[src/rtl/ebus_ctl_if.sv]
// EBUS controller signal bundle: APR request side plus device bus side.
// The controller connects through 'master'; the APR/device model through 'slave'.
interface ebus_ctl_if;
   logic        ebusReq;
   logic        CONIorDATAI;
   logic [2:0]  func;
   logic [7:0]  dev;
   logic [35:0] wdata;
   logic [7:0]  EBUS_DS;
   logic        ebusDSStrobe;
   logic [2:0]  EBUS_F;
   logic        ebusDemand;
   logic        ebusXfer;
   logic [35:0] EBUS;
   logic        CTLdrivingEBUS;
   logic [35:0] CTL_EBUS;
   logic [35:0] rdata;
   logic        ebusReturn;
   logic        ebusTimeout;

   modport master (
      input  ebusReq, CONIorDATAI, func, dev, wdata, ebusXfer, EBUS,
      output EBUS_DS, ebusDSStrobe, EBUS_F, ebusDemand, CTLdrivingEBUS,
             CTL_EBUS, rdata, ebusReturn, ebusTimeout
   );

   modport slave (
      output ebusReq, CONIorDATAI, func, dev, wdata, ebusXfer, EBUS,
      input  EBUS_DS, ebusDSStrobe, EBUS_F, ebusDemand, CTLdrivingEBUS,
             CTL_EBUS, rdata, ebusReturn, ebusTimeout
   );
endinterface

[src/rtl/ebus_ctl.sv]
// EBUS transfer sequencer: select/function setup, demand with bounded wait
// for the device acknowledge, release and a one-cycle return to the APR.
//
// state      | meaning
// -----------+-----------------------------------------------------------
// ST_IDLE    | waiting for ebusReq with the acknowledge line quiet
// ST_SETUP   | select, function (and output data) held for SETUP cycles
// ST_DEMAND  | demand asserted, waiting for acknowledge or timeout
// ST_RELEASE | bus released, waiting for the acknowledge to drop
// ST_RETURN  | one-cycle completion pulse to the APR
module ebus_ctl #(
   parameter int TIMEOUT = 255,
   parameter int SETUP   = 2
) (
   input  logic       clk,
   input  logic       reset_n,
   ebus_ctl_if.master bus
);

   localparam int CNT_MAX = (TIMEOUT > SETUP) ? TIMEOUT : SETUP;
   localparam int CNT_W   = $clog2(CNT_MAX);
   localparam logic [CNT_W-1:0] SETUP_LOAD = CNT_W'(SETUP - 1);
   localparam logic [CNT_W-1:0] TO_LOAD    = CNT_W'(TIMEOUT - 1);

   typedef enum logic [2:0] {
      ST_IDLE,
      ST_SETUP,
      ST_DEMAND,
      ST_RELEASE,
      ST_RETURN
   } state_t;

   state_t           state;
   logic             xfer_meta;
   logic             xs;
   logic             is_input;
   logic [CNT_W-1:0] cnt;
   logic [7:0]       ds_q;
   logic [2:0]       f_q;
   logic             strobe_q;
   logic             demand_q;
   logic             drv_q;
   logic [35:0]      ctl_ebus_q;
   logic [35:0]      rdata_q;
   logic             return_q;
   logic             timeout_q;

   always_ff @(posedge clk or negedge reset_n) begin
      if (!reset_n) begin
         state      <= ST_IDLE;
         xfer_meta  <= 1'b0;
         xs         <= 1'b0;
         is_input   <= 1'b0;
         cnt        <= '0;
         ds_q       <= '0;
         f_q        <= '0;
         strobe_q   <= 1'b0;
         demand_q   <= 1'b0;
         drv_q      <= 1'b0;
         ctl_ebus_q <= '0;
         rdata_q    <= '0;
         return_q   <= 1'b0;
         timeout_q  <= 1'b0;
      end else begin
         xfer_meta <= bus.ebusXfer;
         xs        <= xfer_meta;
         case (state)
            ST_IDLE: begin
               // A still-asserted acknowledge from the last device blocks a new grant.
               if (bus.ebusReq && !xs) begin
                  state      <= ST_SETUP;
                  is_input   <= bus.CONIorDATAI;
                  ds_q       <= bus.dev;
                  f_q        <= bus.func;
                  strobe_q   <= 1'b1;
                  drv_q      <= !bus.CONIorDATAI;
                  ctl_ebus_q <= bus.CONIorDATAI ? '0 : bus.wdata;
                  timeout_q  <= 1'b0;
                  cnt        <= SETUP_LOAD;
               end
            end
            ST_SETUP: begin
               if (cnt == '0) begin
                  state    <= ST_DEMAND;
                  demand_q <= 1'b1;
                  cnt      <= TO_LOAD;
               end else begin
                  cnt <= cnt - 1'b1;
               end
            end
            ST_DEMAND: begin
               // Acknowledge is tested first so it wins on the terminal-count cycle.
               if (xs || cnt == '0) begin
                  state      <= ST_RELEASE;
                  demand_q   <= 1'b0;
                  strobe_q   <= 1'b0;
                  drv_q      <= 1'b0;
                  ctl_ebus_q <= '0;
                  ds_q       <= '0;
                  f_q        <= '0;
                  cnt        <= TO_LOAD;
                  if (xs) begin
                     if (is_input) rdata_q <= bus.EBUS;
                  end else begin
                     timeout_q <= 1'b1;
                     rdata_q   <= '0;
                  end
               end else begin
                  cnt <= cnt - 1'b1;
               end
            end
            ST_RELEASE: begin
               if (!xs || (timeout_q && cnt == '0)) begin
                  state    <= ST_RETURN;
                  return_q <= 1'b1;
               end else if (cnt != '0) begin
                  cnt <= cnt - 1'b1;
               end
            end
            ST_RETURN: begin
               state    <= ST_IDLE;
               return_q <= 1'b0;
            end
            default: state <= ST_IDLE;
         endcase
      end
   end

   assign bus.EBUS_DS        = ds_q;
   assign bus.EBUS_F         = f_q;
   assign bus.ebusDSStrobe   = strobe_q;
   assign bus.ebusDemand     = demand_q;
   assign bus.CTLdrivingEBUS = drv_q;
   assign bus.CTL_EBUS       = ctl_ebus_q;
   assign bus.rdata          = rdata_q;
   assign bus.ebusReturn     = return_q;
   assign bus.ebusTimeout    = timeout_q;

endmodule

[src/flat_wrapper.sv]
// flat-port wrapper written by rule: the top's interface ports become plain ports
module ebus_ctl_flat 
#(
   parameter int TIMEOUT = 255,
   parameter int SETUP   = 2
)
  (clk, reset_n, bus_ebusReq, bus_CONIorDATAI, bus_func, bus_dev, bus_wdata, bus_ebusXfer, bus_EBUS, bus_EBUS_DS, bus_ebusDSStrobe, bus_EBUS_F, bus_ebusDemand, bus_CTLdrivingEBUS, bus_CTL_EBUS, bus_rdata, bus_ebusReturn, bus_ebusTimeout);
  ebus_ctl_if bus_i ();
  input  logic clk;
  input  logic reset_n;
  input wire logic [$bits(bus_i.ebusReq)-1:0] bus_ebusReq;
  input wire logic [$bits(bus_i.CONIorDATAI)-1:0] bus_CONIorDATAI;
  input wire logic [$bits(bus_i.func)-1:0] bus_func;
  input wire logic [$bits(bus_i.dev)-1:0] bus_dev;
  input wire logic [$bits(bus_i.wdata)-1:0] bus_wdata;
  input wire logic [$bits(bus_i.ebusXfer)-1:0] bus_ebusXfer;
  input wire logic [$bits(bus_i.EBUS)-1:0] bus_EBUS;
  output wire logic [$bits(bus_i.EBUS_DS)-1:0] bus_EBUS_DS;
  output wire logic [$bits(bus_i.ebusDSStrobe)-1:0] bus_ebusDSStrobe;
  output wire logic [$bits(bus_i.EBUS_F)-1:0] bus_EBUS_F;
  output wire logic [$bits(bus_i.ebusDemand)-1:0] bus_ebusDemand;
  output wire logic [$bits(bus_i.CTLdrivingEBUS)-1:0] bus_CTLdrivingEBUS;
  output wire logic [$bits(bus_i.CTL_EBUS)-1:0] bus_CTL_EBUS;
  output wire logic [$bits(bus_i.rdata)-1:0] bus_rdata;
  output wire logic [$bits(bus_i.ebusReturn)-1:0] bus_ebusReturn;
  output wire logic [$bits(bus_i.ebusTimeout)-1:0] bus_ebusTimeout;
  assign bus_i.ebusReq = bus_ebusReq;
  assign bus_i.CONIorDATAI = bus_CONIorDATAI;
  assign bus_i.func = bus_func;
  assign bus_i.dev = bus_dev;
  assign bus_i.wdata = bus_wdata;
  assign bus_i.ebusXfer = bus_ebusXfer;
  assign bus_i.EBUS = bus_EBUS;
  assign bus_EBUS_DS = bus_i.EBUS_DS;
  assign bus_ebusDSStrobe = bus_i.ebusDSStrobe;
  assign bus_EBUS_F = bus_i.EBUS_F;
  assign bus_ebusDemand = bus_i.ebusDemand;
  assign bus_CTLdrivingEBUS = bus_i.CTLdrivingEBUS;
  assign bus_CTL_EBUS = bus_i.CTL_EBUS;
  assign bus_rdata = bus_i.rdata;
  assign bus_ebusReturn = bus_i.ebusReturn;
  assign bus_ebusTimeout = bus_i.ebusTimeout;
  ebus_ctl #(.TIMEOUT(TIMEOUT), .SETUP(SETUP)) u_core (.clk(clk), .reset_n(reset_n), .bus(bus_i));
endmodule
[config.mk]
export PLATFORM = sky130hd
export DESIGN_NAME = ebus_ctl_flat
export DESIGN_NICKNAME = d
export VERILOG_FILES = /design/src/rtl/ebus_ctl_if.sv /design/src/rtl/ebus_ctl.sv /design/src/flat_wrapper.sv
export SDC_FILE = /design/constraint.sdc
export NUM_CORES = 1
export LEC_CHECK = 0
export CORE_MARGIN = 10
export CORE_UTILIZATION = 42
export CTS_BUF_LIST = sky130_fd_sc_hd__clkbuf_16
export CTS_CLUSTER_DIAMETER = 50
export DETAILED_ROUTE_END_ITERATION = 16
export PLACE_DENSITY = 0.77
export SKIP_LAST_GASP = 1
export SYNTH_ARGS = -nofsm -noshare
export SYNTH_HDL_FRONTEND = slang
export SYNTH_SLANG_ARGS = --single-unit
[constraint.sdc]
create_clock -name clk -period 2.1 [get_ports clk]
set_input_delay 0.525 -clock clk [delete_from_list [all_inputs] [get_ports clk]]
set_output_delay 0.525 -clock clk [all_outputs]
set_load 0.005 [all_outputs]
Word level (Yosys, flattened, before mapping) --
Index checks and enable logic that the tools add are counted.
Storage, ports and cells: bits of input ports 88, word-level logic and storage cells 84, output and inout port bits 88, register bits 102
Operators by class: multiplexer cells 36, equal/unequal tests 12, reduce and logical (&&, ||, !) cells 21, add/subtract/negate cells 1
Operators with widths (number):
- 36-bit two-way mux | 5
- 36-bit case mux with 2 select lines | 1
- 8-bit two-way mux | 7
- 8-bit case mux with 4 select lines | 1
- 3-bit two-way mux | 6
- 8-bit case mux with 2 select lines | 1
- 3-bit case mux with 4 select lines | 1
- 4-bit AND reduction | 3
- 2-bit by 1-bit inequality test with 1-bit output, second input constant | 5
- 1-bit case mux with 2 select lines | 5
- 3-bit AND reduction | 3
- 8-bit logical NOT | 1
- 1-bit two-way mux | 8
- 8-bit nonzero test | 1
- 8-bit by 1-bit subtractor with 8-bit output, second input constant | 1
- 3-bit by 2-bit == test with 1-bit output, second input constant | 2
- 2-bit inequality test, second input constant | 3
- 3-bit case mux with 2 select lines | 1
- 2-bit nonzero test | 3
- 2-bit AND reduction | 2
- 4-bit nonzero test | 1
- 3-bit by 1-bit == test with 1-bit output, second input constant | 1
- 3-bit == test, second input constant | 1
- 3-bit logical NOT | 1
- other kinds (3) | 6

Depth between registers and ports, before layout --
Gate-level depths: netlist of the first run.
word-level depth 5, mapped depth 9, mapped depth without buffers 7

Worst setup path after synthesis of the first run --
Ideal clock, no wire load.
path kind register to register, start register u_core.cnt[0], end register u_core.rdata_q[10], in the netlist u_core.bus.rdata[10], buffers on the path 2, setup time 0.121 ns, period minus slack after synthesis 1.964 ns, setup slack 0.136 ns, stages on the path, launching flop included 10, data arrival time 1.843 ns, required time 1.979 ns, cells stage by stage dfrtp_1 -> inv_1 -> ha_1 -> nor4b_4 -> nand3b_1 -> a211o_1 -> buf_4 -> buf_2 -> nand2_1 -> o21ai_1
Between the ends: cells in the longest elaborated chain, start to end 3
RTL lines:
- start, declared | RTL line ebus_ctl.sv:37 | logic [CNT_W-1:0] cnt;
- start signal, assigned | RTL line ebus_ctl.sv:88 | cnt <= cnt - 1'b1;
- start signal, assigned | RTL line ebus_ctl.sv:109 | cnt <= cnt - 1'b1;
- start signal, assigned | RTL line ebus_ctl.sv:117 | cnt <= cnt - 1'b1;
- 8-bit logical NOT | RTL line ebus_ctl.sv:93 | if (xs || cnt == '0) begin
- 1-bit logical OR | RTL line ebus_ctl.sv:93
- 3-bit AND reduction (no line)
- end signal, assigned | RTL line ebus_ctl.sv:103 | if (is_input) rdata_q <= bus.EBUS;
- end, declared | RTL line ebus_ctl.sv:44 | logic [35:0] rdata_q;
Every way passes these cells. A chain may end at the register's enable or synchronous reset.

Worst setup path after layout of the first run --
start register u_core.cnt[0], end register u_core.rdata_q[32], in the netlist u_core.bus.rdata[32]
The elaborated chain is that of the path after synthesis.

==> results of run 1 <==
[worst paths after layout]
| path | startpoint | endpoint | slack (ns) | depth (start not counted) |
|---|---|---|---|---|
| worst max-delay path | u_core.cnt[0] | u_core.bus.rdata[32] | 0.14 | 9 |
| worst min-delay path | reset_n | u_core.bus.rdata[24] | 0.05 | 1 |
| worst max register to register | u_core.cnt[0] | u_core.bus.rdata[32] | 0.14 | 9 |
| worst min register to register | u_core.xfer_meta | u_core.xs | 0.35 | 0 |
| max in group asynchronous | reset_n | u_core.bus.EBUS_DS[6] | 1.47 | 2 |
| min in group clk | u_core.xfer_meta | u_core.xs | 0.35 | 0 |
[flip-flops by register name, indices dropped and copies added (netlist names), 3 cells and up]
name,count
u_core.bus.CTL_EBUS,36
u_core.bus.rdata,36
u_core.cnt,8
u_core.bus.EBUS_F,3
u_core.state,3
u_core.bus.EBUS_DS,8
[cell type report]
class	instances	share of cell area, %
clock inverters	6	1.01
inverters	4	0.233
multi-input cells	247	22.3
repair buffers	198	30.8
clock buffers	9	3.50
well taps	133	2.58
flip-flops and latches	102	39.6
[metrics by stage]
stage	cells	setup WS, ns	utilization [%]	hold WS [ns]	TNS (ns)
2_1_floorplan	381	0.136	-	0.229	0
3_3_place_gp	681	0.0109	62.8	0.337	0
3_5_place_dp	681	-0.0744	62.8	0.337	-0.132
4_1_cts	697	0.0717	65.9	0.0456	0
5_1_grt	699	0.0234	66.5	0.0485	0
6_report	699	0.135	66.5	0.0458	0
[critical path, stage by stage, from the launching register on]
cell	delay (ns)
dfrtp_1	0.40
inv_1	0.11
ha_4	0.16
nor4b_4	0.17
buf_4	0.18
nand3b_1	0.10
a211o_4	0.39
buf_12	0.18
nand2_1	0.07
o21ai_1	0.06
[logic make-up after synthesis]
| logic type | after synthesis | synth area share [%] |
|---|---|---|
| and+or+nand+nor | 123 | 12.9 |
| buffers and inverters | 32 | 4.24 |
| adders and majority gates | 1 | 0.303 |
| muxes | 2 | 0.546 |
| DFF | 102 | 61.8 |
| AOI/OAI and AO/OA | 121 | 20.1 |
[placed cells by master (no fill, tap or decap), types with 3 or more instances in the layout]
master,n
buf_4,19
a21oi_1,7
a21o_1,4
nand3_1,4
o21ai_1,38
clkdlybuf4s50_1,174
nand2_1,85
nor2b_1,4
a22o_1,47
clkbuf_16,10
o21ai_0,13
nor2_1,17
buf_12,3
dfrtp_1,102
inv_1,5
clkinvlp_4,3
[routing by layer]
layer	vias up	GRT usage [%]	share of wire, %	wire length [um]
li1	1687	-	-	-
met1	1721	19.4	41	5220
met2	172	27.1	46	5830
met3	9	9.16	13	1630
met4	0	4.35	0.74	95
met5	-	0	0	0
[timing repair]
action                                  CTS  global route
endpoints found under the hold margin     0             0
endpoints found under the setup margin   18            83
resized for setup                         0             3
gates cloned                              0             2
buffers inserted                          1             0
[power by group through the flow]
stage,Sequential [uW],Combinational [uW],Clock [uW]
6_report,2030,381,1610
5_1_grt,2040,414,1720
4_1_cts,2030,388,1640
3_5_place_dp,2070,388,0
3_3_place_gp,2070,380,0
2_1_floorplan,2070,66.4,0
==> metrics.txt, run 1 <==
internal power=3170 uW; Avg Synthesized Cell Area=10.8 sq um; CTS buffer count=9; DR iter-0 viols=232; Net count, final=651; clock slew at reported path FFs=0.06 ns; WL final=12.8 mm; Final ANT Viol Nets=0; Synth area leader=dfrtp_1; CP Launch Type=flip-flop; Commonest cells post-synth=dfrtp_1 (102), nand2_1 (85), a22o_1 (47); Final Skew=0.00762 ns; Mapped Cells=381; worst path required time=2.31 ns; Unique masters post-synth=37; Seq pwr share=50.5%; clk root buf=clkbuf_16; Post-synth EDFFs=0; arrival time at the worst endpoint=2.17 ns; count leader, synth=dfrtp_1; Final Cell Area=0.00644 sq mm; GRT Residual Overflow=0; pwr/cell area=625 mW/mm^2; number of global-route vias before repair=3,746; switching part of the total=21.2%; Hold Vio Cnt, Final=0; status=finished clean; Peak supply drop=0.000355 V; crit path time final=1.96 ns; combinational group share of total power=9.5%; via count=3,589; Fillers=756; later-pin clock latency in the skew report=0.33 ns; # port buffers=175; max-cap check violation count=0; Seq cells post-synth=102; Post-synth ARST share=100%; multi-input logic area=0.00144 sq mm; Pwr Total=4030 uW; Placed Area=0.00609 sq mm; Die X=119 um; CTS tree=done; Post-Syn Area=0.00413 sq mm; f_max=0.509 GHz; largest fanout on the critical path=36; final setup vio count=0; ys flop type=dfrtp_1; layout cell share with drive strength beyond 1=8.48%; FF/Latch Area=0.00255 sq mm; Max-Slew Margin vs Limit=61.4%; hold_buf cts=0; worst hold path type=in2async; CP endpoint kind=flip-flop; RSZ-0062 raised after global routing=no; Crit Path Class=reg2reg; largest net degree at the start of global routing=73; count of final max-slew check failures=0; routed vias/inst=5.13; Synth Net Count=470; Initial Utilization=42.6%; clock sinks=102; row count=36; first-pass GRT wire length=19.7 mm; Yosys top cell area share=61.8%; DRC Markers=0; Ant. Diodes=0; # H-tree levels=3; initial antenna violation count=0; Final Cycle Share=93.6%; static leakage=0.00287 uW; Max Root-Sink Buffers=2; switching power=852 uW; register area share after synthesis=61.8%; total track usage=16.9%; Synth Warn #=0; area growth from synthesis to layout=56.0%; DRT Pass-1 Iters=4; Worst Max-Slew Pin Slew=0.575 ns; top post-synthesis cells by area=dfrtp_1 (62%), a22o_1 (10%), nand2_1 (7.7%); die height=119 um; io pins=176; core area=0.00968 sq mm; routability congestion estimate=0.872; post-DP HPWL=9.47 mm; drt wl/cell=18.3 um; DIE AREA=0.0142 sq mm; clock power share=40.0%
(Power assumes the default switching activity.)
==> run 2, diff against run 1 <==
--- a/config.mk
+++ b/config.mk
@@ -9,8 +9,10 @@
 export CORE_UTILIZATION = 42
 export CTS_BUF_LIST = sky130_fd_sc_hd__clkbuf_16
 export CTS_CLUSTER_DIAMETER = 50
+export CTS_CLUSTER_SIZE = 40
 export DETAILED_ROUTE_END_ITERATION = 16
 export PLACE_DENSITY = 0.77
+export RECOVER_POWER = 25
 export SKIP_LAST_GASP = 1
 export SYNTH_ARGS = -nofsm -noshare
 export SYNTH_HDL_FRONTEND = slang
==> run 2 against run 1 <==
  * Global-route usage unchanged
  * Sequential power about the same
  * Setup slack better by 0.0027 ns
  * Cell count unchanged
  * Total power about the same
  * First-iteration DRC count up 7.3%
  * Clock skew down 0.00064 ns
  * Core utilization down 0.22 points
  * Hold slack better by 0.20 ns
  * Largest cell class unchanged
==> metrics.txt, run 2 (synthesis gave the netlist of run 1 again) <==
Final ANT Viol Nets=0 (unchanged); status=finished clean (unchanged); max-cap check violation count=0 (unchanged); largest net degree at the start of global routing=73 (unchanged); CTS buffer count=9 (unchanged); WL final=12.7 mm (was 12.8 mm); cells on worst reg2reg path=9 (unchanged); Final Skew=0.00698 ns (was 0.00762 ns); DRC Markers=0 (unchanged); initial antenna violation count=0 (unchanged); Final TNS setup=0 ns (unchanged); Worst Slack Setup Final=0.138 ns (was 0.135 ns); Crit path max-delay family=buffers and inverters (unchanged); clock slew at reported path FFs=0.07 ns (was 0.06 ns); Net count, final=651 (unchanged); total track usage=16.9% (unchanged); DRT Pass-1 Iters=4 (unchanged); clk root buf=clkbuf_16 (unchanged); CP endpoint kind=flip-flop (unchanged); Ant. Diodes=0 (unchanged); DIE AREA=0.0142 sq mm (unchanged); io pins=176 (unchanged); crit path max-delay cell type=dfrtp_1 (unchanged); CP Depth=9 (unchanged); routed vias/inst=5.12 (was 5.13); Max Root-Sink Buffers=2 (unchanged); crit path cell chain=inv_1, ha_4, nor4b_4, buf_4, nand3b_1, a211o_4, buf_12, nand2_1, o21ai_1 (unchanged); multi-input logic area=0.00144 sq mm (unchanged); # port buffers=175 (unchanged); layout cell share with drive strength beyond 1=8.30% (was 8.48%); Initial Utilization=42.6% (unchanged); Hold Vio Cnt, Final=0 (unchanged); Die X=119 um (unchanged); RSZ-0062 raised after global routing=no (unchanged); later-pin clock latency in the skew report=0.33 ns (about the same); DR iter-0 viols=249 (was 232); Final Cycle Share=93.4% (was 93.6%); count of final max-slew check failures=0 (unchanged); core area=0.00968 sq mm (unchanged); Fillers=759 (was 756); pwr/cell area=627 mW/mm^2 (was 625 mW/mm^2); row count=36 (unchanged); post-DP HPWL=9.47 mm (unchanged); # H-tree levels=3 (unchanged); CTS tree=done (unchanged); number of global-route vias before repair=3,746 (unchanged); drt wl/cell=18.2 um (was 18.3 um); worst hold path type=in2async (unchanged); GRT Residual Overflow=0 (unchanged); worst slack, placed=-0.0744 ns (unchanged); largest fanout on the critical path=36 (unchanged); FF/Latch Area=0.00255 sq mm (unchanged); routability congestion estimate=0.872 (unchanged); f_max=0.510 GHz (was 0.509 GHz); CP max stage delay=0.40 ns (about the same); Max-Slew Margin vs Limit=35.3% (was 61.4%); clock sinks=102 (unchanged); worst path required time=2.31 ns (about the same); Peak supply drop=0.000354 V (was 0.000355 V); arrival time at the worst endpoint=2.17 ns (about the same); CP Launch Type=flip-flop (unchanged); area growth from synthesis to layout=55.5% (was 56.0%); via count=3,581 (was 3,589); Worst Max-Slew Pin Slew=0.970 ns (was 0.575 ns); CP Buf/Inv Count=3 (unchanged); Crit Path Class=reg2reg (unchanged); die height=119 um (unchanged); most common cell after layout, fill and taps aside=clkdlybuf4s50_1 (unchanged); crit path time final=1.96 ns (about the same); static leakage=0.00286 uW (was 0.00287 uW); final setup vio count=0 (unchanged); first-pass GRT wire length=19.7 mm (unchanged); commonest cells after routing, fill and taps aside=clkdlybuf4s50_1 (173), dfrtp_1 (102), nand2_1 (85) (was clkdlybuf4s50_1 (174), dfrtp_1 (102), nand2_1 (85))
-- run 2: cell types whose count changed in the layout (fill, tap and decap cells not counted), sizes merged --
cell and delta:
buf -3, clkbuf +3, clkdlybuf4s50 -1, dlygate4sd3 +1
-- run 2: path summary, 6_finish.rpt --
path / from / to / slack [ns]
worst max register to register: u_core.cnt[0] / u_core.bus.rdata[34] / 0.14
max in group asynchronous: reset_n / u_core.bus.rdata[9] / 0.42
worst max-delay path: u_core.cnt[0] / u_core.bus.rdata[34] / 0.14
worst min-delay path: reset_n / u_core.bus.rdata[25] / 0.25
min in group clk: u_core.xfer_meta / u_core.xs / 0.35
worst min register to register: u_core.xfer_meta / u_core.xs / 0.35
-- run 2: per-stage QoR --
step	instance area, sq um	std cells	hold WS (ns)	power (uW)	util, %
6_report	6420	699	0.248	4020	66.3
5_1_grt	6420	699	0.321	4160	66.3
4_1_cts	6380	697	0.0456	4060	65.9
3_5_place_dp	6090	681	0.337	2450	62.8
3_3_place_gp	6090	681	0.337	2450	62.8
2_1_floorplan	4130	381	0.229	2130	-
-- run 2: repair_timing --
item	in CTS	in global routing
endpoints found under the setup margin	18	83
resized for setup	0	3
setup buffers	1	0
hold buffers	0	0
pin swaps	0	0
cloned	0	2
-- run 2: layout make-up --
cell class,count,share of cell area [%]
Clock inverter,6,1.01
Timing Repair Buffer,198,30.5
Multi-Input combinational cell,247,22.4
Tap cell,133,2.59
Inverter,4,0.234
Sequential cell,102,39.8
Clock buffer,9,3.51
-- run 2: power breakdown --
part,internal (uW),switching [uW]
clock,915,700
combinational,248,127
sequential,2010,26.8
-- run 2: metal layers --
metal  wire [um]  track usage (%)  vias up
met1        5210             19.4     1706
met3        1570             9.16       17
met2        5810             27.1      172
met4         144             4.35        0
li1            -                -     1686
met5           0                0        -
==> run 3, diff against run 2 <==
--- a/config.mk
+++ b/config.mk
@@ -11,6 +11,7 @@
 export CTS_CLUSTER_DIAMETER = 50
 export CTS_CLUSTER_SIZE = 40
 export DETAILED_ROUTE_END_ITERATION = 16
+export GPL_TIMING_DRIVEN = 1
 export PLACE_DENSITY = 0.77
 export RECOVER_POWER = 25
 export SKIP_LAST_GASP = 1
==> results of run 3 <==
Same layout as run 2: the final DEF is identical, and so are final timing and power.
